## src/rtl/seven_seg_scan_ctrl_pkg.sv

```systemverilog
// -----------------------------------------------------------------------------
// seven_seg_pkg
// Shared types and constants for the eight-digit seven-segment scan controller.
//   NUM_DIGITS  : number of multiplexed digits on the display
//   digit_idx_t : index of the currently scanned digit
//   nibble_t    : one hex digit of the displayed value
//   seg_t       : segment vector {g,f,e,d,c,b,a}
// -----------------------------------------------------------------------------
package seven_seg_pkg;

    localparam int NUM_DIGITS = 8;

    typedef logic [2:0] digit_idx_t;
    typedef logic [3:0] nibble_t;
    typedef logic [6:0] seg_t;

endpackage

```

## src/rtl/seven_seg_scan_ctrl_bto7s.sv

```systemverilog
// -----------------------------------------------------------------------------
// bto7s
// Binary-to-seven-segment hex decoder, purely combinational.
//   x_in  [3:0] : hex digit to decode
//   s_out [6:0] : segments {g,f,e,d,c,b,a}, active-high (1 = segment on)
// -----------------------------------------------------------------------------
module bto7s
    import seven_seg_pkg::*;
(
    input  logic [3:0] x_in,
    output logic [6:0] s_out
);

    seg_t seg_next;

    always_comb begin
        seg_next = 7'h00;
        unique case (nibble_t'(x_in))
            4'h0: seg_next = 7'h3F;
            4'h1: seg_next = 7'h06;
            4'h2: seg_next = 7'h5B;
            4'h3: seg_next = 7'h4F;
            4'h4: seg_next = 7'h66;
            4'h5: seg_next = 7'h6D;
            4'h6: seg_next = 7'h7D;
            4'h7: seg_next = 7'h07;
            4'h8: seg_next = 7'h7F;
            4'h9: seg_next = 7'h6F;
            4'hA: seg_next = 7'h77;
            4'hB: seg_next = 7'h7C;
            4'hC: seg_next = 7'h39;
            4'hD: seg_next = 7'h5E;
            4'hE: seg_next = 7'h79;
            4'hF: seg_next = 7'h71;
            default: seg_next = 7'h00;
        endcase
    end

    assign s_out = seg_next;

endmodule

```

## src/rtl/seven_seg_scan_ctrl.sv

```systemverilog
// -----------------------------------------------------------------------------
// seven_seg_scan_ctrl
// Time-multiplexed driver for an 8-digit common-anode seven-segment display.
// Each digit is selected for COUNT_PERIOD cycles; the last BLANK_CYCLES of each
// slot turn every anode off to stop ghosting. Written values are held in a
// shadow register and moved to the displayed register only at the frame
// boundary, so one frame never mixes old and new digits.
//
// Ports
//   clk_in     : system clock
//   rst_in     : synchronous active-high reset
//   val_in     : 32-bit value, digit i = val_in[4i+3:4i]
//   valid_in   : write strobe for val_in
//   lz_en_in   : leading-zero suppression enable (live)
//   blank_in   : force all anodes off (live)
//   cat_out    : cathodes {g,f,e,d,c,b,a}, active-low
//   an_out     : anodes, active-low, bit i selects digit i
//   frame_out  : one-cycle pulse when digit 0 of a new frame is first shown
// -----------------------------------------------------------------------------
module seven_seg_scan_ctrl
    import seven_seg_pkg::*;
#(
    parameter int COUNT_PERIOD = 100000,
    parameter int BLANK_CYCLES = 16
)
(
    input  logic        clk_in,
    input  logic        rst_in,
    input  logic [31:0] val_in,
    input  logic        valid_in,
    input  logic        lz_en_in,
    input  logic        blank_in,
    output logic [6:0]  cat_out,
    output logic [7:0]  an_out,
    output logic        frame_out
);

    localparam int                CNT_W       = (COUNT_PERIOD > 1) ? $clog2(COUNT_PERIOD) : 1;
    localparam logic [CNT_W-1:0]  CNT_LAST    = CNT_W'(COUNT_PERIOD - 1);
    // One extra bit so that BLANK_CYCLES = 0 (start == COUNT_PERIOD) is representable.
    localparam logic [CNT_W:0]    BLANK_START = (CNT_W + 1)'(COUNT_PERIOD - BLANK_CYCLES);

    // State
    logic [CNT_W-1:0] cnt_reg, cnt_next;
    digit_idx_t       idx_reg, idx_next;
    logic [31:0]      shadow_reg, shadow_next;
    logic [31:0]      disp_reg, disp_next;
    logic             pending_reg, pending_next;
    logic             commit_d_reg;

    // Registered outputs
    logic [7:0]       an_reg, an_next;
    seg_t             cat_reg, cat_next;
    logic             frame_reg;

    logic             slot_end;
    logic             commit;
    logic             in_blank;
    logic             lz_hide;
    nibble_t          nibble;
    seg_t             seg;

    // upper_zero[i]: every digit from i upward is zero, so digit i is a
    // leading zero. Digit 0 is always shown, even when the value is 0.
    logic [NUM_DIGITS-1:0] upper_zero;
    logic [NUM_DIGITS-1:0] an_sel;

    assign upper_zero[0] = 1'b0;

    generate
        for (genvar gi = 1; gi < NUM_DIGITS; gi++) begin : g_upper_zero
            assign upper_zero[gi] = (disp_reg[NUM_DIGITS*4-1:4*gi] == '0);
        end
        for (genvar gi = 0; gi < NUM_DIGITS; gi++) begin : g_an_sel
            assign an_sel[gi] = (idx_reg != digit_idx_t'(gi));
        end
    endgenerate

    assign slot_end = (cnt_reg == CNT_LAST);
    assign commit   = slot_end && (idx_reg == digit_idx_t'(NUM_DIGITS - 1));
    assign in_blank = ({1'b0, cnt_reg} >= BLANK_START);
    assign lz_hide  = lz_en_in && upper_zero[idx_reg];
    assign nibble   = disp_reg[{idx_reg, 2'b00} +: 4];

    bto7s u_bto7s (
        .x_in  (nibble),
        .s_out (seg)
    );

    always_comb begin
        cnt_next     = slot_end ? '0 : cnt_reg + CNT_W'(1);
        idx_next     = slot_end ? idx_reg + digit_idx_t'(1) : idx_reg;
        shadow_next  = shadow_reg;
        disp_next    = disp_reg;
        pending_next = pending_reg;

        if (commit) begin
            if (valid_in) begin
                // A write landing on the commit cycle goes straight to the display.
                disp_next    = val_in;
                shadow_next  = val_in;
                pending_next = 1'b0;
            end else if (pending_reg) begin
                disp_next    = shadow_reg;
                pending_next = 1'b0;
            end
        end else if (valid_in) begin
            shadow_next  = val_in;
            pending_next = 1'b1;
        end

        an_next  = (blank_in || in_blank || lz_hide) ? 8'hFF : an_sel;
        // Cathodes track the decoded digit even while the anodes are off.
        cat_next = ~seg;
    end

    always_ff @(posedge clk_in) begin
        if (rst_in) begin
            cnt_reg      <= '0;
            idx_reg      <= '0;
            shadow_reg   <= '0;
            disp_reg     <= '0;
            pending_reg  <= 1'b0;
            commit_d_reg <= 1'b0;
            an_reg       <= 8'hFF;
            cat_reg      <= 7'h7F;
            frame_reg    <= 1'b0;
        end else begin
            cnt_reg      <= cnt_next;
            idx_reg      <= idx_next;
            shadow_reg   <= shadow_next;
            disp_reg     <= disp_next;
            pending_reg  <= pending_next;
            an_reg       <= an_next;
            cat_reg      <= cat_next;
            // The commit edge loads digit 0's state; the outputs show it one
            // edge later, so the frame pulse is delayed by one extra stage.
            commit_d_reg <= commit;
            frame_reg    <= commit_d_reg;
        end
    end

    assign an_out    = an_reg;
    assign cat_out   = cat_reg;
    assign frame_out = frame_reg;

endmodule

```

## config.mk

```make
export PLATFORM = sky130hd
export DESIGN_NAME = seven_seg_scan_ctrl
export DESIGN_NICKNAME = d
export VERILOG_FILES = /design/src/rtl/seven_seg_scan_ctrl_pkg.sv /design/src/rtl/seven_seg_scan_ctrl_bto7s.sv /design/src/rtl/seven_seg_scan_ctrl.sv
export SDC_FILE = /design/constraint.sdc
export NUM_CORES = 1
export LEC_CHECK = 0
export ABC_AREA = 1
export CORE_ASPECT_RATIO = 1.4
export CORE_MARGIN = 3
export CORE_UTILIZATION = 51
export DETAILED_ROUTE_END_ITERATION = 12
export PLACE_DENSITY = 0.75
export SYNTH_ARGS = -nofsm -noshare
export SYNTH_HDL_FRONTEND = slang
export SYNTH_SLANG_ARGS = --single-unit
```

## constraint.sdc

```tcl
create_clock -name clk_in -period 2 [get_ports clk_in]
set_input_delay 0.4 -clock clk_in [delete_from_list [all_inputs] [get_ports clk_in]]
set_output_delay 0.4 -clock clk_in [all_outputs]
set_load 0.02 [all_outputs]
```

-- Yosys cells after proc, flatten, opt, wreduce, memory -nomap -nowiden
Memories as Yosys holds them, arrays and structs flattened.
Cells that the tools add are included.
- bitwise gates (word level): 1
- add/sub/neg operators: 2
- shift operators: 1
- eq/ne operators: 9
- reduce and logical (&&, ||, !) cells: 17
- mux-type cells: 4
- order comparisons: 2
- operators with widths (cell ; count):
    32-bit two-way mux ; 2
    32-bit by 6-bit indexed part select with 4-bit output ; 1
    28-bit logical NOT ; 1
    24-bit logical NOT ; 1
    20-bit logical NOT ; 1
    17-bit by 1-bit adder with 17-bit output (second input constant) ; 1
    17-bit == test (second input constant) ; 1
    17-bit greater-or-equal comparator (second input constant) ; 1
    16-bit logical NOT ; 1
    12-bit logical NOT ; 1
    3-bit inequality test (second input constant) ; 4
    8-bit logical NOT ; 1
    7-bit NOT ; 1
    3-bit by 2-bit inequality test with 1-bit output (second input constant) ; 2
    2-bit OR reduction ; 3
    4-bit logical NOT ; 1
    3-bit by 4-bit less-than comparator with 1-bit output (second input constant) ; 1
    3-bit by 1-bit adder with 3-bit output (second input constant) ; 1
    1-bit binary-select mux with 3-bit select ; 1
    3-bit == test (second input constant) ; 1
    3-bit by 1-bit inequality test with 1-bit output (second input constant) ; 1
    3-bit nonzero test ; 1
    1-bit logical AND ; 2
    1-bit logical OR ; 2
    other kinds (3) ; 3
- memories kept: 1
- word-level logic and storage cells: 46
- flip-flop bits (word level): 102
- ROM bits: 112
- memory list (memory ; words ; bits a word ; read ports ; clocked after memory_dff ; write ports ; RTL line ; RTL):
    (no name shown) ; 16 ; 7 ; 1 ; 0 ; 0 ; seven_seg_scan_ctrl_bto7s.sv:18 ; unique case (nibble_t'(x_in))

-- Logic depth before layout (Yosys ltp)
Gate-level depths: netlist of the first run.
- depth after elaboration: 6
- mapped depth: 13
- mapped depth without buffers: 11

-- Hierarchy
Synthesis of the first run repeated with hierarchy kept, for this count alone.
- cells, all modules: 683
- area, all modules: 5117.4 sq um
- modules (own cells, without submodules) (module ; cells each ; instances ; seq. area each (sq um) ; area each (sq um)):
    seven_seg_scan_ctrl ; 630 ; 1 ; 2042.0 ; 4809.6
    bto7s ; 53 ; 1 ; 0.0 ; 307.8

-- Worst setup path after synthesis of the first run
OpenSTA, ideal clock, no wires.
- path kind: reg2reg
- from: register idx_reg[0]
- to: register cat_reg[5] (netlist: cat_out[5])
- setup time: 0.134 ns
- cell stages (with the launch flop): 13
- slack: 0.057 ns
- data required time: 1.866 ns
- path buffers: 2
- data arrival time: 1.809 ns
- period minus slack after synthesis: 1.943 ns
- cell sequence: dfxtp_1 buf_2 buf_4 nand2_1 nand3_1 nand2_1 o21ai_0 inv_1 ha_1 nand3_1 nand2_1 nand2_1 nand3_1
- cells in the longest elaborated chain, start to end: 3
- ends and longest elaborated chain (what ; RTL line ; RTL):
    start: declaration ; seven_seg_scan_ctrl.sv:45 ; digit_idx_t idx_reg, idx_next;
    start signal: assignment ; seven_seg_scan_ctrl.sv:130 ; idx_reg <= idx_next;
    32-bit by 6-bit indexed part select with 4-bit output ; seven_seg_scan_ctrl.sv:83 ; assign nibble = disp_reg[{idx_reg, 2'b00} +: 4];
    memory 16 x 7 bit ; -- ;
    7-bit NOT ; seven_seg_scan_ctrl.sv:114 ; cat_next = ~seg;
    end signal: assignment ; seven_seg_scan_ctrl.sv:135 ; cat_reg <= cat_next;
    end: declaration ; seven_seg_scan_ctrl.sv:53 ; seg_t cat_reg, cat_next;
Every way passes these cells.
A chain may end at the register's enable or synchronous reset.

-- Final worst setup path of the first run
- from: register cnt_reg[0]
- to: register disp_reg[16]
- cells in the longest elaborated chain, start to end: 3
- ends and longest elaborated chain (what ; RTL line ; RTL):
    start: declaration ; seven_seg_scan_ctrl.sv:44 ; logic [CNT_W-1:0] cnt_reg, cnt_next;
    start signal: assignment ; seven_seg_scan_ctrl.sv:129 ; cnt_reg <= cnt_next;
    17-bit == test ; seven_seg_scan_ctrl.sv:79 ; assign slot_end = (cnt_reg == CNT_LAST);
    1-bit logical AND ; seven_seg_scan_ctrl.sv:80 ; assign commit = slot_end && (idx_reg == digit_idx_t'(NUM_DIGITS - 1));
    2-bit AND reduction (no source line) ; -- ;
    end signal: assignment ; seven_seg_scan_ctrl.sv:132 ; disp_reg <= disp_next;
    end: declaration ; seven_seg_scan_ctrl.sv:47 ; logic [31:0] disp_reg, disp_next;
Every way passes these cells.

==> results of run 1 <==
## cell usage in the layout (no fill, tap or decap), drive strengths merged
cell type / instances
nor2: 135
clkdlybuf4s50: 51
nand2: 132
a211oi: 1
and3: 1
nand3b: 3
xnor2: 2
dfxtp: 102
a31oi: 1
nand3: 64
nor3: 7
nand4: 34
inv: 64
or2: 3
mux2i: 32
ha: 14
bufinv: 3
clkbuf: 10
o21ai: 10
a21oi: 12
clkinv: 2
xor2: 1
o211ai: 5
o31ai: 1
buf: 26
## through the flow
step	utilization	worst slack, ns	instance area (µm²)
global route	0.640	0.0298	5840
finish	0.640	0.206	5840
CTS	0.639	0.0827	5840
floorplan	-	0.0571	4820
global placement	0.601	0.158	5490
detailed placement	0.601	0.0879	5490
## worst register-to-register path: cells and delay by family (launching register included)
family / cells / cell delay, ns
simple gates: 6 / 0.71
flops: 1 / 0.37
buf+inv: 2 / 0.41
fa+ha+maj: 1 / 0.20
## kinds of logic (layout without fill, tap and decap cells)
group | count (synthesis) | in the layout | share of synthesized area
xor+xnor | 3 | 3 | 0.00545
simple gates | 379 | 379 | 0.343
flops | 102 | 102 | 0.423
compound gates | 30 | 30 | 0.0360
fa+ha+maj | 14 | 14 | 0.0363
mux | 32 | 32 | 0.0664
buf+inv | 97 | 156 | 0.0895
## path summary, 6_finish.rpt
| kind | start | to | slack, ns | depth (start not counted) |
|---|---|---|---|---|
| min reg2reg | commit_d_reg | frame_out | 0.42 | 2 |
| min | commit_d_reg | frame_out | 0.42 | 2 |
| max | cnt_reg[0] | disp_reg[16] | 0.21 | 9 |
| max reg2reg | cnt_reg[0] | disp_reg[16] | 0.21 | 9 |
## repair_timing
action	4_1_cts	5_1_grt
buffers inserted	0	0
resized for setup	0	2
setup endpoints to repair	0	7
## power breakdown
part / internal [mW] / leakage, nW / switching, mW
Sequential: 2.08 / 0.832 / 0.0158
Clock: 1.23 / 0.168 / 0.764
Combinational: 0.147 / 1.57 / 0.145
## synth_stat cells (7+ instances only)
cell / count
a21oi_1: 12
buf_2: 9
clkbuf_1: 12
dfxtp_1: 102
ha_1: 14
inv_1: 62
mux2i_1: 32
nand2_1: 128
nand3_1: 62
nand4_1: 34
nor2_1: 132
nor3_1: 7
o21ai_0: 9
## metal layers
layer	global-route usage	part of all wire	up-vias
met2	0.377	0.50	94
met5	0	0	-
met1	0.259	0.43	1952
met4	0.101	0.026	0
met3	0.0442	0.038	28
li1	-	-	2221
## cell type report
type	count	area, µm²
multi-input cells	458	2350
flip-flops and latches	102	2040
inverters	63	236
fillers	812	3290
well taps	107	134
clock inverters	6	116
clock buffers	10	229
repair buffers	77	728
==> impl_metrics.py, run 1 <==
metrics = {
    "routing": {
        "avgViaCountPerCell": 5.22,
        "routedWlPerCell_um": 13.0,
        "drt_iter0_drc": 195,
        "num_vias": 4295,
        "routed_wl_um": 10700,
        "post-route-drc-count": 0,
        "dr.pass1.iters": 4,
        "ant_nets": 0,
    },
    "synth": {
        "ys.flop_type": "dfxtp_1",
        "synth_edf_count": 0,
        "ys_async_sr_fraction": 0,
        "yosysSeqAreaShare": 0.423,
        "synth.largest_area_cell": "dfxtp_1",
        "syn_nets": 708,
        "yosysUniqueCellTypes": 31,
        "synth_area_leaders": "dfxtp_1 (42%), nor2_1 (10%), nand2_1 (10%), mux2i_1 (6.6%), nand3_1 (6.4%)",
        "synth_top_area_share": 0.423,
        "synth_area_um2": 4820,
        "syn_avg_cell_area_um2": 7.34,
        "synthCells": 657,
        "yosys_warnings": 0,
        "ys_ff_latch": 102,
    },
    "global_routing": {
        "grt_pass1_wl_um": 18800,
        "grt_max_degree": 33,
        "track_usage": 0.220,
        "grt_pass1_vias": 4254,
        "grt-ovfl-total": 0,
        "antenna_found_initial": 0,
    },
    "pwr": {
        "vdd_drop_max_mv": 0.643,
        "total_power_mw": 4.39,
        "power_leakage_nw": 2.57,
        "power_density_nw_per_um2": 751,
    },
    "setup_path": {
        "cp_data_required_time_ns": 2.24,
        "cp_top_family": "simple AND/OR/NAND/NOR gates",
        "cp_max_fo": 24,
        "max_stage_delay_ns": 0.37,
        "end_kind": "flop",
        "critical_path_class": "flop to flop",
        "crit_buf_inv": 2,
        "startpoint_type": "flop",
        "cp_data_arrival_time_ns": 2.03,
        "cp_cell_sequence": "ha_1 > nand3_1 > inv_1 > nand3_2 > nor2_4 > buf_4 > nand4_1 > nand2_1 > nor2_1",
        "slowest_stage": "dfxtp_1",
    },
    "cts": {
        "cts_buffer_depth": 2,
        "hold_buffers": 0,
        "clk_latency_ns": 0.35,
        "cts_tree": "yes",
        "cts_root_buffer": "clkbuf_16",
        "cts_buffers": 9,
        "h-tree-depth": 3,
        "cts_sinks": 102,
        "clkTransAtPathRegs_ns": 0.07,
    },
    "final_layout": {
        "antenna_cells": 0,
        "final_cells": 823,
        "drive_gt1_frac": 0.0768,
        "nNetsFinal": 762,
        "synthToLayoutAreaGrowth_pct": 21.1,
    },
    "flow_run": {
        "drv_cap": 0,
    },
    "sta": {
        "finalMaxSlewViolations": 0,
        "fin_crit_ns": 1.79,
        "setup_violations": 0,
        "post-route-period-util": 0.897,
        "finalHoldViolations": 0,
        "rsz0062_at_grt": "false",
        "slew_headroom": 0.728,
        "tns_ns": 0,
        "clock_skew_ns": 0.00973,
        "tightest_slew_ns": 0.405,
        "fmax_mhz": 557,
        "holdWs_ns": 0.423,
    },
    "min_path": {
        "hold_class": "flop to flop",
    },
    "placement": {
        "place.gp.congestion": 0.909,
        "dp.cells": 807,
        "port_buffers": 52,
        "dpl.hpwl_um": 7980,
    },
    "status": {
        "status": "completed",
    },
    "floorplan": {
        "design.core.area_um2": 9130,
        "row_count": 41,
        "fp.dieH_um": 121,
        "dieArea_um2": 10700,
        "initial_core_util": 0.528,
        "io_pins": 53,
        "die_w_um": 88.2,
    },
}
Note: power is estimated with default switching activity, not from simulation.
==> run 2, diff against run 1 <==
- CORE_ASPECT_RATIO: 1.4 -> default
==> impl_metrics.py, run 2 (synthesized netlist as in run 1, its figures left out) <==
metrics = {
    "sta": {
        "fin_crit_ns": 1.81,
        "post-route-period-util": 0.903,
        "tightest_slew_ns": 0.353,
        "layout_setup_ws_ns": 0.194,
        "setup_violations": 0,
        "slew_headroom": 0.763,
        "clock_skew_ns": 0.0110,
        "tns_ns": 0,
        "rsz0062_at_grt": "false",
        "holdWs_ns": 0.415,
        "fmax_mhz": 554,
        "finalHoldViolations": 0,
        "finalMaxSlewViolations": 0,
    },
    "cts": {
        "cts_buffers": 9,
        "hold_buffers": 0,
        "clkTransAtPathRegs_ns": 0.10,
        "cts_buffer_depth": 2,
        "cts_tree": "yes",
        "h-tree-depth": 3,
        "cts_sinks": 102,
        "clk_latency_ns": 0.36,
        "cts_root_buffer": "clkbuf_8",
    },
    "global_routing": {
        "grt_pass1_wl_um": 17700,
        "grt_pass1_vias": 4053,
        "grt-ovfl-total": 0,
        "grt_max_degree": 34,
        "track_usage": 0.207,
        "antenna_found_initial": 0,
    },
    "placement": {
        "pre_cts_ws_ns": 0.201,
        "place_area_um2": 5490,
        "dpl.hpwl_um": 7840,
        "place.gp.congestion": 0.925,
        "port_buffers": 52,
        "dp.cells": 808,
    },
    "pwr": {
        "vdd_drop_max_mv": 0.414,
        "power.switching_mw": 0.869,
        "swShare": 0.234,
        "p_comb_frac": 0.077,
        "p_int_mw": 2.85,
        "power_leakage_nw": 2.50,
        "seq_power_share": 0.564,
        "total_power_mw": 3.72,
        "power_density_nw_per_um2": 652,
        "p_clk_frac": 0.358,
    },
    "setup_path": {
        "critical_path_class": "flop to flop",
        "rr_worst_depth": 9,
        "reg2reg_to": "disp_reg[26]",
        "cp-startpoint": "cnt_reg[0]",
        "cp_data_arrival_time_ns": 2.06,
        "cp_data_required_time_ns": 2.26,
        "rrSetupSlack_ns": 0.19,
        "end_kind": "flop",
        "timing.rr.start": "cnt_reg[0]",
        "cp_max_fo": 30,
        "startpoint_type": "flop",
        "cp-endpoint": "disp_reg[26]",
    },
    "floorplan": {
        "design.core.area_um2": 8930,
        "dieArea_um2": 10700,
        "row_count": 34,
        "die_w_um": 103,
        "fp.dieH_um": 103,
        "io_pins": 53,
        "initial_core_util": 0.540,
    },
    "final_layout": {
        "antenna_cells": 0,
        "drive_gt1_frac": 0.0796,
        "multi_input_area_um2": 2350,
        "regArea_um2": 2040,
        "final_cells": 824,
        "layout_common_cells": "nor2_1 (132), nand2_1 (128), dfxtp_1 (101), nand3_1 (62), inv_1 (61)",
        "final_common_cell": "nor2_1",
        "fin_util": 0.638,
        "n_fill_cell": 806,
        "nNetsFinal": 762,
        "final_area_um2": 5700,
        "synthToLayoutAreaGrowth_pct": 18.2,
    },
    "routing": {
        "num_vias": 4254,
        "routedWlPerCell_um": 12.8,
        "routed_wl_um": 10500,
        "dr.pass1.iters": 4,
        "drt_iter0_drc": 235,
        "ant_nets": 0,
        "post-route-drc-count": 0,
        "avgViaCountPerCell": 5.16,
    },
    "status": {
        "status": "completed",
    },
    "flow_run": {
        "drv_cap": 0,
    },
    "min_path": {
        "hold_depth": 2,
        "hold_class": "flop to flop",
    },
}
[run 2: cell count changes in the layout (fill, tap and decap cells not counted), moves of 2 or more]
cell	change
inv_6	-2
bufinv_16	-2
clkinvlp_4	+2
clkbuf_8	+10
clkbuf_16	-9
[run 2: how the worst min path moves through the flow]
stage / startpoint / end / slack, ns
CTS: commit_d_reg / frame_out / 0.42
detailed placement: commit_d_reg / frame_out / 0.40
global placement: commit_d_reg / frame_out / 0.40
floorplan: commit_d_reg / frame_out / 0.39
global route: commit_d_reg / frame_out / 0.43
finish: commit_d_reg / frame_out / 0.41
[run 2: critical path: stages, from the launching register on]
cell and delay [ns]:
dfxtp_1 0.40, ha_1 0.21, nand3_1 0.11, inv_1 0.11, nand3_2 0.12, nor2_4 0.15
buf_4 0.33, nand4_1 0.13, nand2_1 0.09, nor2_1 0.05
[run 2: what timing repair did]
item,CTS,global route
resized for setup,0,2
setup endpoints to repair,0,6
setup buffers,0,0
[run 2: cell type report]
type,instances,area share
multi-input combinational,458,0.412
sequential,102,0.358
tap,108,0.0237
timing repair buffer,77,0.128
clock inverter,6,0.0123
clock buffer,10,0.0241
inverter,63,0.0415
[run 2: per-layer routing]
layer	part of all wire	track usage
met4	0.020	0.0777
met2	0.49	0.361
met5	0	0
met1	0.46	0.254
met3	0.034	0.0376
[run 2: power by group through the flow]
| stage | clock network, mW | registers, mW | logic, mW |
|---|---|---|---|
| finish | 1.33 | 2.10 | 0.287 |
| global route | 1.46 | 2.10 | 0.319 |
| CTS | 1.38 | 2.10 | 0.291 |
| detailed placement | 0 | 2.14 | 0.289 |
| global placement | 0 | 2.14 | 0.283 |
| floorplan | 0 | 2.15 | 0.148 |
==> run 3, diff against run 2 <==
- HOLD_SLACK_MARGIN: default -> 0.05
==> results of run 3 <==
Final layout, timing and power as in run 2 (identical DEF).
